**src/rtl/cu_cmd_queue.sv**
```systemverilog
// cu_cmd_queue: validates the one-hot register strobes coming out of the cu
// decoder, queues accepted commands in a small FIFO and hands them to the
// datapath over valid/ready. A halt request freezes intake after the halting
// command until software pulses resume.
module cu_cmd_queue #(
  parameter int DEPTH = 4,
  parameter int CNT_W = 8
) (
  input  logic                     clock,
  input  logic                     reset,
  input  logic [10:0]              cu_po,
  input  logic                     cu_valid,
  output logic                     cu_ready,
  output logic                     cmd_valid,
  input  logic                     cmd_ready,
  output logic [1:0]               cmd_sel,
  output logic                     cmd_sel_vld,
  output logic [6:0]               cmd_flags,
  output logic                     halted,
  input  logic                     resume,
  output logic                     err_multi,
  output logic [CNT_W-1:0]         drop_cnt,
  output logic [$clog2(DEPTH):0]   level
);

  localparam int PTR_W   = $clog2(DEPTH);
  localparam int LVL_W   = PTR_W + 1;
  localparam int ENTRY_W = 10;

  localparam logic [LVL_W-1:0] LVL_ZERO = '0;
  localparam logic [LVL_W-1:0] LVL_ONE  = LVL_W'(1);
  localparam logic [LVL_W-1:0] LVL_FULL = LVL_W'(DEPTH);

  typedef enum logic [1:0] {
    RUN    = 2'd0,
    DRAIN  = 2'd1,
    HALTED = 2'd2
  } state_t;

  state_t                 r_state;
  state_t                 w_stateNext;

  logic [ENTRY_W-1:0]     r_mem [DEPTH];
  logic [PTR_W-1:0]       r_wrPtr;
  logic [PTR_W-1:0]       r_rdPtr;
  logic [LVL_W-1:0]       r_level;
  logic                   r_errMulti;
  logic [CNT_W-1:0]       r_dropCnt;

  logic [2:0]             w_strobeCnt;
  logic [1:0]             w_selEnc;
  logic [ENTRY_W-1:0]     w_entry;
  logic [ENTRY_W-1:0]     w_head;
  logic                   w_full;
  logic                   w_pop;
  logic                   w_accept;
  logic                   w_push;
  logic                   w_drop;

  // Number of register strobes raised; anything above one is an illegal command.
  assign w_strobeCnt = {2'b00, cu_po[2]} + {2'b00, cu_po[3]} +
                       {2'b00, cu_po[4]} + {2'b00, cu_po[5]};

  // Index of the raised strobe; only meaningful when exactly one is set.
  always_comb begin
    w_selEnc = 2'd0;
    if (cu_po[5]) begin
      w_selEnc = 2'd3;
    end else if (cu_po[4]) begin
      w_selEnc = 2'd2;
    end else if (cu_po[3]) begin
      w_selEnc = 2'd1;
    end
  end

  // A command with no strobe is still legal, it just carries sel=0/sel_vld=0.
  assign w_entry = {(w_strobeCnt == 3'd1),
                    (w_strobeCnt == 3'd1) ? w_selEnc : 2'd0,
                    cu_po[10], cu_po[9], cu_po[8], cu_po[7], cu_po[6],
                    cu_po[1], cu_po[0]};

  assign w_full    = (r_level == LVL_FULL);
  assign cmd_valid = (r_level != LVL_ZERO);
  assign w_pop     = cmd_valid & cmd_ready;

  // A full queue can still take a command in the cycle its head leaves.
  assign cu_ready  = (r_state == RUN) & (~w_full | w_pop);
  assign w_accept  = cu_valid & cu_ready;
  assign w_push    = w_accept & (w_strobeCnt <= 3'd1);
  assign w_drop    = w_accept & (w_strobeCnt > 3'd1);

  assign w_head      = r_mem[r_rdPtr];
  assign cmd_sel_vld = w_head[9];
  assign cmd_sel     = w_head[8:7];
  assign cmd_flags   = w_head[6:0];

  assign halted    = (r_state == HALTED);
  assign err_multi = r_errMulti;
  assign drop_cnt  = r_dropCnt;
  assign level     = r_level;

  // Queue storage; cleared on reset so no stale command shows on the outputs.
  always_ff @(posedge clock or posedge reset) begin
    if (reset) begin
      for (int i = 0; i < DEPTH; i++) begin
        r_mem[i] <= '0;
      end
    end else if (w_push) begin
      r_mem[r_wrPtr] <= w_entry;
    end
  end

  // Read/write pointers wrap naturally because DEPTH is a power of two.
  always_ff @(posedge clock or posedge reset) begin
    if (reset) begin
      r_wrPtr <= '0;
      r_rdPtr <= '0;
    end else begin
      if (w_push) begin
        r_wrPtr <= r_wrPtr + 1'b1;
      end
      if (w_pop) begin
        r_rdPtr <= r_rdPtr + 1'b1;
      end
    end
  end

  // Occupancy tracks push/pop; simultaneous push and pop leaves it unchanged.
  always_ff @(posedge clock or posedge reset) begin
    if (reset) begin
      r_level <= '0;
    end else begin
      case ({w_push, w_pop})
        2'b10:   r_level <= r_level + LVL_ONE;
        2'b01:   r_level <= r_level - LVL_ONE;
        default: r_level <= r_level;
      endcase
    end
  end

  // Sticky multi-strobe flag and saturating drop counter.
  always_ff @(posedge clock or posedge reset) begin
    if (reset) begin
      r_errMulti <= 1'b0;
      r_dropCnt  <= '0;
    end else if (w_drop) begin
      r_errMulti <= 1'b1;
      if (r_dropCnt != {CNT_W{1'b1}}) begin
        r_dropCnt <= r_dropCnt + 1'b1;
      end
    end
  end

  // Control state register.
  always_ff @(posedge clock or posedge reset) begin
    if (reset) begin
      r_state <= RUN;
    end else begin
      r_state <= w_stateNext;
    end
  end

  // Halt sequencing: a queued halting command drains the FIFO, then waits for resume.
  always_comb begin
    w_stateNext = r_state;
    case (r_state)
      RUN: begin
        if (w_push && cu_po[9]) begin
          w_stateNext = DRAIN;
        end
      end
      DRAIN: begin
        if ((r_level == LVL_ZERO) || ((r_level == LVL_ONE) && w_pop)) begin
          w_stateNext = HALTED;
        end
      end
      HALTED: begin
        if (resume) begin
          w_stateNext = RUN;
        end
      end
      default: begin
        w_stateNext = RUN;
      end
    endcase
  end

endmodule
```
**config.mk**
```make
export PLATFORM = sky130hd
export DESIGN_NAME = cu_cmd_queue
export DESIGN_NICKNAME = d
export VERILOG_FILES = /design/src/rtl/cu_cmd_queue.sv
export SDC_FILE = /design/constraint.sdc
export NUM_CORES = 1
export LEC_CHECK = 0
export CAP_MARGIN = 20
export CORE_MARGIN = 3
export CORE_UTILIZATION = 58
export DETAILED_ROUTE_END_ITERATION = 12
export GPL_TIMING_DRIVEN = 0
export HOLD_SLACK_MARGIN = 0.06
export PLACE_DENSITY = 0.83
export SYNTH_ARGS = -nofsm -noshare
export SYNTH_HDL_FRONTEND = slang
export SYNTH_SLANG_ARGS = --single-unit
```
**constraint.sdc**
```tcl
create_clock -name clock -period 4.1 [get_ports clock]
set_input_delay 0.41 -clock clock [delete_from_list [all_inputs] [get_ports clock]]
set_output_delay 0.41 -clock clock [all_outputs]
set_load 0.05 [all_outputs]
```
======== Word level (Yosys, flattened, before mapping) ========
Index checks and enable logic that the tools add are counted.
storage, ports and cells
  register bits ........................... 58
  output and inout port bits .............. 25
operators by class
  $add $sub $neg .......................... 8
  order comparisons ....................... 5
  equality and inequality tests ........... 11
  muxes and demuxes ....................... 15
  bitwise gates (word level) .............. 9
  reduce and logical (&&, ||, !) cells .... 10
operators by type and width
  kind                   count
  $bwmux W40             1
  $mux W10               3
  $bmux W10 S2           1
  $demux W10 S2          1
  $mux W2                6
  $add A8 B1 Y8 const B  1
  $ne A8 B8 Y1 const B   1
  $eq A3 B1 Y1 const B   2
  $ge A3 B3 Y1 const B   2
  $not A2 Y3             2
  $pmux W2 S3            1
  $pmux W3 S2            1
  $and A1 B1 Y1          5
  $add A2 B1 Y2 const B  2
  $eq A2 B1 Y1 const B   2
  $eq A2 B2 Y1 const B   2
  $ne A2 B1 Y1 const B   2
  $add A2 B1 Y3          1
  $add A3 B1 Y3          1
  $add A3 B1 Y3 const B  1
  $eq A3 B3 Y1 const B   1
  $gt A3 B1 Y1 const B   1
  $le A3 B1 Y1 const B   1
  $logic_and A1 B1 Y1    3
  14 further kinds       14

======== Logic depth before layout (Yosys ltp) ========
Gate-level depths: netlist of run 1.
  depth in word-level cells ............... 9
  gate-level depth with buffers ........... 13
  mapped depth without buffers ............ 13

======== Least setup slack after synthesis of run 1 ========
OpenSTA, ideal clock, no wires.
  kind .................................... input port to flip-flop
  from .................................... input cu_po[2]
  to ...................................... register r_level[2] (netlist: level[2])
  data arrival time ....................... 2.650 ns
  required time ........................... 3.955 ns
  path slack .............................. 1.305 ns
  stages .................................. 13
  path buffers ............................ 0
  cells stage by stage .................... inv_1 > fa_1 > inv_1 > ha_1 > inv_1 > ha_1 > nand2_1 > nor4_4 > inv_1 > ha_1 > mux2i_1 > nor2_1 > xor2_1
on the way
  word-level cells in the longest chain between the ends .. 7
  elaborated cells between the ends (all ways) .. 9
  those cells by class .................... add/sub: 3; order compare: 1; eq/ne: 2; mux: 1; bitwise: 1; reduce/logical: 1
ends and longest elaborated chain
  what                                                      line  text
  start: declaration                                        11    input logic [10:0] cu_po,
  $add A1 B1 Y2 (*)                                         61    assign w_strobeCnt = {2'b00, cu_po[2]} + {2'b00, cu_po[3]} +
  $add A2 B1 Y3 (*)                                         61
  $add A3 B1 Y3 (*)                                         62    {2'b00, cu_po[4]} + {2'b00, cu_po[5]};
  $le A3 B1 Y1 (*)                                          89    assign w_push = w_accept & (w_strobeCnt <= 3'd1);
  $and A1 B1 Y1 (*)                                         89
  $eq A2 B1 Y1 / $eq A2 B2 Y1 (equally long branches)       133   case ({w_push, w_pop})
  $pmux W3 S2 / $reduce_bool A2 Y1 (equally long branches)  n/a
  end signal: assignment                                    134   2'b10: r_level <= r_level + LVL_ONE;
  end signal: assignment                                    135   2'b01: r_level <= r_level - LVL_ONE;
  end signal: assignment                                    136   default: r_level <= r_level;
  end: declaration                                          46    logic [LVL_W-1:0] r_level;
Every way passes the cells marked *; elsewhere a longest branch is shown, timed or not.
A chain may end at the register's enable or synchronous reset.

======== Worst setup path after layout of run 1 ========
Ends and elaborated chain as after synthesis.

==> results of run 1 <==
## registers in the layout, indices dropped and copies added (netlist names)
register,count
r_mem,40
r_rdPtr,2
drop_cnt,8
r_wrPtr,2
err_multi,1
level,3
r_state,2
## layer usage
metal / vias to the layer above / GRT usage, %
li1: 801 / -
met1: 842 / 27.4
met4: 0 / 5.83
met2: 31 / 31.0
met3: 6 / 8.71
met5: - / 0
## power groups by stage
stage / clock network [uW] / registers [uW] / logic, uW
3_3_place_gp: 0 / 997 / 1550
3_5_place_dp: 0 / 1010 / 1580
4_1_cts: 466 / 1000 / 1590
2_1_floorplan: 0 / 1130 / 1010
6_report: 454 / 1000 / 1570
5_1_grt: 496 / 1030 / 1670
## through the flow
step | cells | worst slack, ns | hold slack [ns] | utilization [%]
2_1_floorplan | 197 | 1.30 | 0.459 | -
3_3_place_gp | 289 | 0.665 | 0.447 | 72.6
3_5_place_dp | 290 | 0.577 | 0.459 | 73.1
4_1_cts | 305 | 0.917 | 0.468 | 76.9
5_1_grt | 305 | 0.726 | 0.477 | 76.9
6_report | 305 | 0.922 | 0.463 | 76.9
## synthesized netlist by cell type, types with 2 or more instances
master / instances / share of area (%)
o21ai_0: 3 / 0.53
buf_2: 2 / 0.36
mux2_1: 2 / 0.80
nand2_1: 6 / 0.80
mux4_2: 10 / 8.0
nor3_1: 3 / 0.53
nor3b_1: 2 / 0.53
dfrtp_1: 58 / 52
nand3_1: 2 / 0.36
xor2_1: 9 / 2.8
nor4_1: 2 / 0.45
nor2b_1: 2 / 0.45
nand2b_1: 2 / 0.45
nor2_1: 4 / 0.53
nand2_4: 4 / 1.6
mux2_2: 39 / 16
inv_1: 13 / 1.7
and2_1: 2 / 0.45
xnor2_1: 4 / 1.2
ha_1: 13 / 5.8
## worst register-to-register path, delay by kind of cell (launching register included)
family,cells,cell delay [ns]
AND/OR/NAND/NOR,3,1.05
adder cells (fa/ha/maj),2,0.59
buffers and inverters,2,0.19
flip-flops,1,0.41
XOR/XNOR,1,0.16
## final timing paths
kind | depth (start not counted) | to | slack [ns]
worst max-delay path | 13 | level[2] | 0.92
max in group asynchronous | 3 | r_mem[17] | 3.07
worst max register to register | 8 | level[2] | 1.61
min in group clock | 1 | err_multi | 0.47
worst min register to register | 1 | err_multi | 0.47
worst min-delay path | 2 | level[0] | 0.46
## kinds of logic (layout without fill, tap and decap cells)
group | after synthesis | in the layout | synth area share, %
mux | 52 | 52 | 24.8
buf+inv | 16 | 72 | 2.23
flops | 58 | 58 | 51.7
compound gates | 7 | 7 | 1.56
fa+ha+maj | 14 | 14 | 6.51
simple gates | 37 | 37 | 9.09
xor+xnor | 13 | 13 | 4.06
## final cells by class
class	instances	area, sq um	share of cell area, %
timing repair buffer	41	420	12.1
buffer	3	13.8	0.398
clock inverter	3	15.0	0.434
clock buffer	12	155	4.48
inverter	13	48.8	1.41
multi-input combinational	123	1290	37.3
tap	52	65.1	1.88
sequential	58	1450	41.9
==> impl_metrics.ini, run 1 <==
[placed_design]
io_buffers = 40
place_congestion = 0.802
place_area_sq_mm = 0.00329
hpwl_microns = 3570

[critical_path]
crit_type = in -> reg
startpoint = cu_po[2]
crit_fanout = 9
crit_family = adder cells
crit_path_start_kind = primary input
r2r-start = level[0]
crit_chain = clkdlybuf4s50_1, inv_1, fa_1, inv_1, ha_1, inv_1, ha_1, nand2_1, nor4_4, inv_1, ha_1, nor2_1, xor2_1
cp_data_required_time_ns = 4.35
cpPeakStageDelay_ns = 0.62
critPathSlowestCell = nor4_4
critical_path.most_common_cell = inv_1
cp-end-kind = flop
critPathArrivalTime_ns = 3.43
path_buf_inv = 5

[pwr]
p_leak_uw = 0.00160
peakVddDrop_uv = 594
total_power_uw = 3020
combPwrFrac_pct = 51.8
swShare_pct = 42.2
p_seq_share_pct = 33.2
p_int_uw = 1750
p_clk_share_pct = 15.0
power.switching_uw = 1280
power-per-cell-area_mw_per_mm2 = 874

[synth]
synth_cells = 197
ys_seq_elements = 58
yosysUniqueCellTypes = 35
synth_edf_count = 0
synth_area_sq_mm = 0.00281
ys_seq_area_share_pct = 51.7
async_flop_share_pct = 100
syn-mean-instance-area_sq_um = 14.2
syn_nets = 227
yosysWarningCount = 0
synthFlopType = dfrtp_1

[detailed_routing]
m1WireLength_microns = 2290
drc_errors = 0
final_antenna_net_count = 0
vias = 1680
wl_met2_microns = 2510
drtIter0Drc = 58
post_drt_wl_per_cell_microns = 16.5
wl_microns = 5040
drt_first_pass_iters = 4
wl_met3_microns = 204
top_layer = met4
via_per_inst = 5.51

[cts]
root_buffer = clkbuf_8
clock_latency_ns = 0.33
cts_resized = 0
hold_buffers = 0
htree_levels = 3
cts_setup_buffers = 0
clk_pin_slew_ns = 0.06
clock_tree.buffer_depth = 2
cts_buffers = 9
clock-sinks = 58
cts_tree = done

[sta]
relSlewSlack_pct = 45.6
hold_violations = 0
tns_ns = 0
fin_skew_ns = 0.00554
worst_pin_slew_ns = 0.810
slew_violations = 0
setup_viol = 0
rsz0062_at_grt = false
period_share_pct = 77.5
min_period_ns = 3.18
max_freq_ghz = 0.315

[grt]
grt_pass1_vias = 1729
grt-ovfl-total = 0
grt_usage_pct = 20.5
grt_start_max_net_pins = 33
antenna_found_initial = 0
grt_pass1_wl_microns = 8360

[floorplanning]
start_util_pct = 62.3
die_w_microns = 75.6
rows = 24
coreArea_sq_mm = 0.00450
dieArea_sq_mm = 0.00571
io_pins = 41
die_height_microns = 75.6

[cells_and_area]
fillCellCount = 286
area_growth_pct = 23.4
final_nets = 279
drive_above_1_share_pct = 29.6
final_area_sq_mm = 0.00346
n_antenna_cell = 0
layout_commonest_cell = dfrtp_1
final_cell_mix = 58 x dfrtp_1, 40 x clkdlybuf4s50_1, 39 x mux2_2

[job]
cap_viol_max_count = 0

[worst_hold_path]
hp-class = in -> async

[outcome]
status = completed
Note: power is estimated with default switching activity, not from simulation.
==> run 2, diff against run 1 <==
--- a/config.mk
+++ b/config.mk
@@ -7,11 +7,11 @@
 export LEC_CHECK = 0
 export CAP_MARGIN = 20
 export CORE_MARGIN = 3
-export CORE_UTILIZATION = 58
+export CORE_UTILIZATION = 54
 export DETAILED_ROUTE_END_ITERATION = 12
 export GPL_TIMING_DRIVEN = 0
 export HOLD_SLACK_MARGIN = 0.06
-export PLACE_DENSITY = 0.83
+export PLACE_DENSITY = 0.78
 export SYNTH_ARGS = -nofsm -noshare
 export SYNTH_HDL_FRONTEND = slang
 export SYNTH_SLANG_ARGS = --single-unit
==> constraint.sdc (replaced) <==
create_clock -name clock -period 3 [get_ports clock]
set_input_delay 0.3 -clock clock [delete_from_list [all_inputs] [get_ports clock]]
set_output_delay 0.3 -clock clock [all_outputs]
set_load 0.05 [all_outputs]
==> impl_metrics.ini, run 2 (synthesis gave the netlist of run 1 again) <==
[cts]
clock-sinks = 58
cts_tree = done
htree_levels = 3
cts_resized = 0
clock_tree.buffer_depth = 2
root_buffer = clkbuf_8
clock_latency_ns = 0.34
hold_buffers = 0
cts_buffers = 9
clk_pin_slew_ns = 0.07

[critical_path]
rr_endpoint = drop_cnt[1]
r2r_cells = 7
cp-end-kind = flop
crit_path_start_kind = primary input
crit_chain = clkdlybuf4s50_1, inv_1, fa_1, inv_1, ha_1, inv_1, ha_1, nand2b_1, or4_1, buf_2, nor2_1, mux2_2
cp.depth = 12
crit_type = in -> reg
r2r_setup_slack_ns = 0.73
crit_fanout = 8
path_buf_inv = 5
critical_path.most_common_cell = inv_1
critPathSlowestCell = fa_1
r2r-start = level[0]
worstSetupEndpoint = drop_cnt[1]
cpPeakStageDelay_ns = 0.47
crit_family = adder cells
critPathArrivalTime_ns = 3.05
cp_data_required_time_ns = 3.23
startpoint = cu_po[2]

[sta]
slew_violations = 0
min_period_ns = 2.82
setup_viol = 0
worst_pin_slew_ns = 0.677
max_freq_ghz = 0.355
fin_skew_ns = 0.00590
relSlewSlack_pct = 54.9
period_share_pct = 94.0
tns_ns = 0
rsz0062_at_grt = false
hold_violations = 0

[cells_and_area]
stdcell_count = 323
drive_above_1_share_pct = 30.9
n_antenna_cell = 0
layout_commonest_cell = dfrtp_1
seq_area_sq_mm = 0.00145
largest_reg_flops = 40
final_nets = 282
multi_input_area_sq_mm = 0.00129
regMostFlops = r_mem
final_cell_mix = 58 x dfrtp_1, 40 x clkdlybuf4s50_1, 39 x mux2_2
area_growth_pct = 26.1
fillCellCount = 362

[detailed_routing]
post_drt_wl_per_cell_microns = 15.9
wl_microns = 5120
drtIter0Drc = 59
drt_first_pass_iters = 4
drc_errors = 0
final_antenna_net_count = 0
via_per_inst = 5.30
vias = 1713

[floorplanning]
coreArea_sq_mm = 0.00488
die_height_microns = 78.1
die_w_microns = 78.1
rows = 25
dieArea_sq_mm = 0.00610
io_pins = 41
start_util_pct = 57.5

[grt]
grt-ovfl-total = 0
grt_start_max_net_pins = 31
grt_pass1_wl_microns = 9080
antenna_found_initial = 0
grt_pass1_vias = 1847
grt_usage_pct = 20.1

[pwr]
p_leak_uw = 0.00163
peakVddDrop_uv = 720
power-per-cell-area_mw_per_mm2 = 1210

[placed_design]
dp.cells = 305
hpwl_microns = 3480
place_congestion = 0.748
io_buffers = 40

[job]
cap_viol_max_count = 0

[outcome]
status = completed

[worst_hold_path]
hp-class = in -> async
run 2: changes by cell type in the layout (fill, tap and decap cells not counted), sizes merged:
cell	change
buf	+3
bufinv	+2
clkbuf	-3
clkinvlp	+1
run 2: final cells by class:
| cell class | count | area share [%] |
|---|---|---|
| flip-flops and latches | 58 | 41.0 |
| multi-input cells | 123 | 36.5 |
| repair buffers | 44 | 12.5 |
| clock buffers | 9 | 3.50 |
| well taps | 67 | 2.37 |
| clock inverters | 6 | 2.33 |
| inverters | 13 | 1.38 |
| plain buffers | 3 | 0.389 |
run 2: where the power goes:
part	switching, uW	leakage, uW	internal, uW
logic	1210	0.000806	930
clock network	310	0.000105	458
registers	241	0.000719	1130
total	1760	0.00163	2520
run 2: worst min path at each step:
stage	slack, ns	start	end
CTS	0.37	reset	drop_cnt[0]
floorplan	0.45	cu_po[0]	r_mem[0]
global route	0.41	reset	drop_cnt[0]
finish	0.37	reset	drop_cnt[0]
detailed placement	0.45	err_multi	err_multi
global placement	0.45	err_multi	err_multi
run 2: routing by layer:
metal	global-route usage, %	vias up	share of wire [%]
li1	-	810	-
met1	25.1	866	45
met2	31.3	29	49
met3	7.68	8	4.6
met4	8.92	0	1.9
met5	0	-	0
run 2: per-stage QoR:
stage                     area [sq um]  utilization, %  setup slack [ns]  hold WS [ns]  total power, uW
after floorplan                   2810               -             0.315         0.450             2920
after global placement            3290            67.4            -0.347         0.447             3480
after detailed placement          3310            67.8            -0.461         0.454             3530
after CTS                         3540            72.5             0.173         0.369             4330
after global routing              3540            72.5            0.0146         0.411             4530
final                             3540            72.5             0.179         0.367             4280
run 2: timing repair:
item                                    in CTS  in global routing
setup buffers                                3                  0
endpoints found under the hold margin        0                  0
endpoints found under the setup margin       1                  0
==> run 3, diff against run 2 <==
--- a/config.mk
+++ b/config.mk
@@ -12,6 +12,7 @@
 export GPL_TIMING_DRIVEN = 0
 export HOLD_SLACK_MARGIN = 0.06
 export PLACE_DENSITY = 0.78
+export SKIP_LAST_GASP = 1
 export SYNTH_ARGS = -nofsm -noshare
 export SYNTH_HDL_FRONTEND = slang
 export SYNTH_SLANG_ARGS = --single-unit
==> results of run 3 <==
Same layout as run 2: the final DEF is identical, and so are final timing and power.
